## src/rtl/alu_pkg.sv

```systemverilog
// Shared types for the ALU datapath: operation codes and step-checker states.
package alu_pkg;

  typedef enum logic [1:0] {
    ADD  = 2'b00,
    SUB  = 2'b01,
    MUL  = 2'b10,
    PASS = 2'b11
  } op_t;

  typedef enum logic [1:0] {
    EXP_OP = 2'b00,
    EXP_A  = 2'b01,
    EXP_C  = 2'b10
  } step_t;

endpackage

```

## src/rtl/shift_add_mult.sv

```systemverilog
// Iterative unsigned shift-add multiplier, one multiplier bit per clock.
// The product output shows the value being written this cycle, so the last iteration can be consumed on its own edge.
module shift_add_mult #(
  parameter int WIDTH = 8
) (
  input  logic                 CLKb,
  input  logic                 RSTb,
  input  logic                 start,
  input  logic [WIDTH-1:0]     mcand,
  input  logic [WIDTH-1:0]     mplier,
  output logic                 busy,
  output logic                 done,
  output logic [2*WIDTH-1:0]   product
);

  localparam int CW = $clog2(WIDTH + 1);

  logic [2*WIDTH-1:0] mcand_q, mcand_d;
  logic [2*WIDTH-1:0] prod_q, prod_d;
  logic [WIDTH-1:0]   mplier_q, mplier_d;
  logic [CW-1:0]      cnt_q, cnt_d;
  logic               busy_q, busy_d;

  always_comb begin
    mcand_d  = mcand_q;
    prod_d   = prod_q;
    mplier_d = mplier_q;
    cnt_d    = cnt_q;
    busy_d   = busy_q;
    done     = 1'b0;
    if (start) begin
      mcand_d  = {{WIDTH{1'b0}}, mcand};
      mplier_d = mplier;
      prod_d   = '0;
      cnt_d    = CW'(WIDTH);
      busy_d   = 1'b1;
    end else if (busy_q) begin
      if (mplier_q[0]) prod_d = prod_q + mcand_q;
      mcand_d  = mcand_q << 1;
      mplier_d = mplier_q >> 1;
      cnt_d    = cnt_q - CW'(1);
      if (cnt_q == CW'(1)) begin
        busy_d = 1'b0;
        done   = 1'b1;
      end
    end
  end

  always_ff @(posedge CLKb or negedge RSTb) begin
    if (!RSTb) begin
      mcand_q  <= '0;
      prod_q   <= '0;
      mplier_q <= '0;
      cnt_q    <= '0;
      busy_q   <= 1'b0;
    end else begin
      mcand_q  <= mcand_d;
      prod_q   <= prod_d;
      mplier_q <= mplier_d;
      cnt_q    <= cnt_d;
      busy_q   <= busy_d;
    end
  end

  assign busy    = busy_q;
  assign product = prod_d;

endmodule

```

## src/rtl/alu_datapath.sv

```systemverilog
// Responder for the enALU/enA/enC step sequence: op/operand registers, accumulator C,
// one-step ADD/SUB/PASS, iterative MUL with a deferred commit, and step-order policing.
//   state  | meaning
//   EXP_OP | waiting for enALU (operation select)
//   EXP_A  | waiting for enA (operand capture / start)
//   EXP_C  | waiting for enC (commit to C)
module alu_datapath
  import alu_pkg::*;
#(
  parameter int WIDTH = 8
) (
  input  logic             CLKb,
  input  logic             RSTb,
  input  logic             enALU,
  input  logic             enA,
  input  logic             enC,
  input  logic [1:0]       op_in,
  input  logic [WIDTH-1:0] data_in,
  output logic [WIDTH-1:0] C_out,
  output logic             ovf,
  output logic             busy,
  output logic             seq_err,
  output logic             ovr
);

  step_t            step_q, step_d;
  op_t              op_q, op_d;
  logic [WIDTH-1:0] a_q, a_d;
  logic [WIDTH-1:0] c_q, c_d;
  logic             ovf_q, ovf_d;
  logic             pend_q, pend_d;
  logic             seq_err_q, seq_err_d;
  logic             ovr_q, ovr_d;

  logic               any_en, only_alu, only_a, only_c;
  logic               acc_alu, acc_a, acc_c;
  logic               mul_start, mul_busy, mul_done;
  logic [2*WIDTH-1:0] product;
  logic [WIDTH:0]     add_w, sub_w;

  assign any_en   = enALU | enA | enC;
  assign only_alu = enALU & ~enA & ~enC;
  assign only_a   = ~enALU & enA & ~enC;
  assign only_c   = ~enALU & ~enA & enC;

  assign acc_alu = only_alu && (step_q == EXP_OP);
  assign acc_a   = only_a   && (step_q == EXP_A);
  assign acc_c   = only_c   && (step_q == EXP_C);

  assign mul_start = acc_a && !mul_busy && (op_q == MUL);

  assign add_w = {1'b0, c_q} + {1'b0, a_q};
  assign sub_w = {1'b0, c_q} - {1'b0, a_q};

  shift_add_mult #(.WIDTH(WIDTH)) u_mult (
    .CLKb    (CLKb),
    .RSTb    (RSTb),
    .start   (mul_start),
    .mcand   (data_in),
    .mplier  (c_q),
    .busy    (mul_busy),
    .done    (mul_done),
    .product (product)
  );

  always_comb begin
    step_d    = step_q;
    op_d      = op_q;
    a_d       = a_q;
    c_d       = c_q;
    ovf_d     = ovf_q;
    pend_d    = pend_q;
    seq_err_d = seq_err_q;
    ovr_d     = ovr_q;

    if (any_en && !(acc_alu || acc_a || acc_c)) seq_err_d = 1'b1;

    if (acc_alu) begin
      op_d   = op_t'(op_in);
      step_d = EXP_A;
    end

    // A dropped enA still advances the checker; ovr is the only trace of it.
    if (acc_a) begin
      step_d = EXP_C;
      if (mul_busy) ovr_d = 1'b1;
      else if (op_q != MUL) a_d = data_in;
    end

    if (acc_c) step_d = EXP_OP;

    // enC landing on the final multiply iteration commits on that same edge.
    if (mul_done && (pend_q || acc_c)) begin
      c_d    = product[WIDTH-1:0];
      ovf_d  = |product[2*WIDTH-1:WIDTH];
      pend_d = 1'b0;
    end else if (acc_c && mul_busy) begin
      pend_d = 1'b1;
    end else if (acc_c) begin
      case (op_q)
        ADD: begin
          c_d   = add_w[WIDTH-1:0];
          ovf_d = add_w[WIDTH];
        end
        SUB: begin
          c_d   = sub_w[WIDTH-1:0];
          ovf_d = sub_w[WIDTH];
        end
        MUL: begin
          c_d   = product[WIDTH-1:0];
          ovf_d = |product[2*WIDTH-1:WIDTH];
        end
        PASS: begin
          c_d   = a_q;
          ovf_d = 1'b0;
        end
      endcase
    end
  end

  always_ff @(posedge CLKb or negedge RSTb) begin
    if (!RSTb) begin
      step_q    <= EXP_OP;
      op_q      <= ADD;
      a_q       <= '0;
      c_q       <= '0;
      ovf_q     <= 1'b0;
      pend_q    <= 1'b0;
      seq_err_q <= 1'b0;
      ovr_q     <= 1'b0;
    end else begin
      step_q    <= step_d;
      op_q      <= op_d;
      a_q       <= a_d;
      c_q       <= c_d;
      ovf_q     <= ovf_d;
      pend_q    <= pend_d;
      seq_err_q <= seq_err_d;
      ovr_q     <= ovr_d;
    end
  end

  assign C_out   = c_q;
  assign ovf     = ovf_q;
  assign busy    = mul_busy;
  assign seq_err = seq_err_q;
  assign ovr     = ovr_q;

endmodule
```

## config.mk

```make
export PLATFORM = sky130hd
export DESIGN_NAME = alu_datapath
export DESIGN_NICKNAME = d
export VERILOG_FILES = /design/src/rtl/alu_pkg.sv /design/src/rtl/shift_add_mult.sv /design/src/rtl/alu_datapath.sv
export SDC_FILE = /design/constraint.sdc
export NUM_CORES = 1
export LEC_CHECK = 0
export ABC_AREA = 1
export CAP_MARGIN = 20
export CELL_PAD_IN_SITES_DETAIL_PLACEMENT = 0
export CELL_PAD_IN_SITES_GLOBAL_PLACEMENT = 1
export CORE_ASPECT_RATIO = 1.4
export CORE_UTILIZATION = 42
export DETAILED_ROUTE_END_ITERATION = 8
export DONT_BUFFER_PORTS = 1
export PLACE_DENSITY_LB_ADDON = 0.1
export SYNTH_ARGS = -nofsm -noshare
export SYNTH_HDL_FRONTEND = slang
export SYNTH_SLANG_ARGS = --single-unit
```

## constraint.sdc

```tcl
create_clock -name CLKb -period 3.05 [get_ports CLKb]
set_clock_uncertainty 0.2 [all_clocks]
set_input_delay 0.4575 -clock CLKb [delete_from_list [all_inputs] [get_ports CLKb]]
set_output_delay 0.4575 -clock CLKb [all_outputs]
set_load 0.02 [all_outputs]
```

==> results.md <==
- Slew @ Worst Pin: approximately 0.7 ns
- RSZ-0062 raised after global routing: no
- IO Count: 27
- Yosys warning count: 0
- Post-synthesis register bit count: 69
- Vias in the first global route: 4181
- Clock transition at path regs: 0.06 ns
- Core area: 11000 um^2
- Die area: 11900 um^2
- Num CTS Buffers: 9
- CTS Buffer Depth: 2
- GP Congestion: 0.858
- Worst setup margin: 0.530 ns
- WP data required: 3.10 ns
- Mapped cell area: 4800 um^2
- Worst skew pair latency: 0.33 ns
- Internal power: approximately 3.1 mW
- Wire per inst: 15.5 um
- Highest-delay cell along the critical path: dfrtp_1
- Antenna violations before repair: 0
- Seq/Total Area, Yosys: 0.360
- Die H: 128 um
- DRT iter0 DRCs: 257
- Via Count: 4127
- DRC viols: 0
- CP Data Arrival Time: about 2.6 ns
- Worst slew margin: 0.529
- Critical Path Sink Type: register
- Clock sink total: 69
- Die width: 92.3 um
- Antenna Violating Nets Remaining: 0
- Post-DR vias/cell: 5.13
- Post-DP HPWL: 9860 um
- Cell Chain, Critical Path: inv_1, ha_1, inv_1, fa_1, nand3_1, nand2_1, nand2_1, nand2_1, nand2_1, nand2_1, a21oi_1, o21ai_0, nand3_1, nand2_1, a21oi_1
- Fmax: 397 MHz
- Total Wirelength: 12500 um
- Placed cell area: approximately 4900 um^2
- Grt ovf: 0
- Hold Path Class: input port to register
- Reg power frac: 0.297
- Final instance area: approximately 5300 um^2
- Initial Utilization: 0.437
- Post-CTS setup buffer count: 0
- CP startpoint kind: register
- CTS tree: yes
- Synthesized instance count: around 650
- Pre-Repair DR Iteration Count: 4
- First-pass GRT wire length: 20900 um
- GRT Total Usage: 0.230
- Slowest stage delay, CP: between 0.4 and 0.5 ns
- Finish-stage setup viols: 0
- Ant diodes: 0
- Clock share of power: 0.197
- Run status: completed
- Syn_nets: 704
- Setup TNS Final: 0 ns
- Final-stage net count: 709
- WS Path Type: register to register
- Final Hold Viols: 0
- Htree depth: 3
- Pins Over Slew Limit: 0
- Area growth syn-to-layout: 10.3%
- Sw frac: 0.464
- Critical Path Fanout Max: 3
- Combinational fraction of design power: 0.507
- Port Buffers: 0
- Sw Pwr: 2.68 mW
- MaxCap Viol Count: 0
- Pleak: 2.78 nW
- Layout Utilization: 0.482
- Clock root cell: clkbuf_16
- Avg Inst Size Synth: between 7 and 8 um^2
- Ratio of cells with drive above 1 in the final layout: 0.0618
- Largest net degree at the start of global routing: 70
- Distinct cells, synth: 40
- Period utilization: 0.826
- Most used cell, CP: nand2_1
- PwrDens: 1090 nW/um^2
- Period minus WS final: between 2 and 3 ns
- DP Worst Slack: 0.538 ns
- Cell Rows: 45
- Peak supply drop: roughly 0.5 mV
==> power groups by stage <==
stage                     logic [mW]  clock network [mW]  registers (mW)
after CTS                       2.96                1.16            1.72
after detailed placement        2.92                   0            1.73
after global routing            3.39                1.19            1.78
after floorplan                 2.28                   0            1.62
after global placement          2.92                   0            1.72
final                           2.93                1.14            1.72
==> logic make-up (layout without fill, tap and decap cells) <==
logic type | Yosys count | in the layout | share of synthesized area
adders and majority gates | 36 | 36 | 0.0985
AOI/OAI and AO/OA | 122 | 122 | 0.155
xor gates and xnor gates | 13 | 13 | 0.0237
DFF | 69 | 69 | 0.360
and+or+nand+nor | 274 | 274 | 0.246
buffers and inverters | 139 | 149 | 0.118
==> final cells by class <==
| class | count | area [um^2] |
|---|---|---|
| multi-input combinational | 445 | 2510 |
| inverter | 124 | 465 |
| sequential | 69 | 1730 |
| tap | 141 | 176 |
| fill | 1131 | 5690 |
| clock buffer | 11 | 243 |
| timing repair buffer | 9 | 90.1 |
| clock inverter | 5 | 83.8 |
==> flip-flops by register name, indices dropped and copies added, names as in the netlist <==
signal,flops
pend_q,1
ovr,1
u_mult.prod_q,16
C_out,8
seq_err,1
op_q,2
u_mult.mplier_q,8
u_mult.cnt_q,4
a_q,8
ovf,1
step_q,2
u_mult.busy,1
u_mult.mcand_q,16
==> path summary, 6_finish.rpt <==
| check | depth (start not counted) | endpoint | startpoint | slack (ns) |
|---|---|---|---|---|
| setup reg to reg | 15 | ovf | C_out[0] | 0.53 |
| min in group asynchronous | 2 | a_q[1] | RSTb | 0.44 |
| hold reg to reg | 2 | u_mult.mplier_q[5] | u_mult.mplier_q[6] | 0.30 |
| max in group asynchronous | 2 | op_q[0] | RSTb | 1.89 |
| hold / removal | 2 | op_q[0] | op_in[0] | 0.05 |
| setup / recovery | 15 | ovf | C_out[0] | 0.53 |
==> layer usage <==
metal  global-route usage  up-vias  routed length [um]
li1                     -     2123                   -
met1                0.265     1917                5180
met2                0.420       69                6600
met3               0.0366       18                 392
met4               0.0928        0                 320
met5                    0        -                   0
==> cells in the final DEF (no fill, tap or decap), types with 7 or more instances in the layout <==
cell type    n
a21oi_1     32
nand4_1      8
clkbuf_16    9
xnor2_1      7
dfrtp_1     69
nand3_1     50
buf_4        7
inv_1      123
o22ai_1      9
nand2_1    168
o211ai_1     8
ha_1        33
o21ai_0     42
nor2_1      34
==> synthesized netlist by cell type, drive strengths merged <==
cell type / number / area share
o21a: 1 / 0.0016
nor4: 3 / 0.010
o311ai: 1 / 0.0018
nand3: 51 / 0.054
a21oi: 37 / 0.042
nand3b: 1 / 0.0016
o211ai: 8 / 0.013
ha: 33 / 0.086
dfrtp: 69 / 0.36
o21ai: 49 / 0.057
o21bai: 3 / 0.0047
or2: 1 / 0.0013
a22oi: 6 / 0.0094
nand4: 8 / 0.010
nand2: 169 / 0.13
buf: 10 / 0.017
clkbuf: 5 / 0.0039
xor2: 6 / 0.011
xnor2: 7 / 0.013
a31oi: 1 / 0.0013
o221ai: 5 / 0.0091
a21o: 1 / 0.0016
nor3: 5 / 0.0052
inv: 124 / 0.097
o2111ai: 1 / 0.0018
nor2: 36 / 0.030
fa: 3 / 0.013
o22ai: 9 / 0.012
==> what timing repair did <==
item	in CTS	in global routing
gates resized for setup	0	0
hold buffers	2	0
hold endpoints to repair	69	0
==> through the flow <==
| step | power [mW] | cells | hold WS (ns) |
|---|---|---|---|
| finish | 5.78 | 804 | 0.0469 |
| global route | 6.36 | 804 | 0.0510 |
| CTS | 5.83 | 804 | 0.0395 |
| detailed placement | 4.65 | 786 | -0.0367 |
| global placement | 4.64 | 786 | -0.0367 |
| floorplan | 3.89 | 653 | -0.0381 |
==> worst max-delay path: cells and delay by family, from the launching register on <==
kind / cells / cell delay, ns
and+or+nand+nor: 8 / 0.60
adders and majority gates: 2 / 0.57
DFF: 1 / 0.47
AOI/OAI and AO/OA: 3 / 0.39
buffers and inverters: 2 / 0.22
Note: power is estimated with default switching activity, not from simulation.
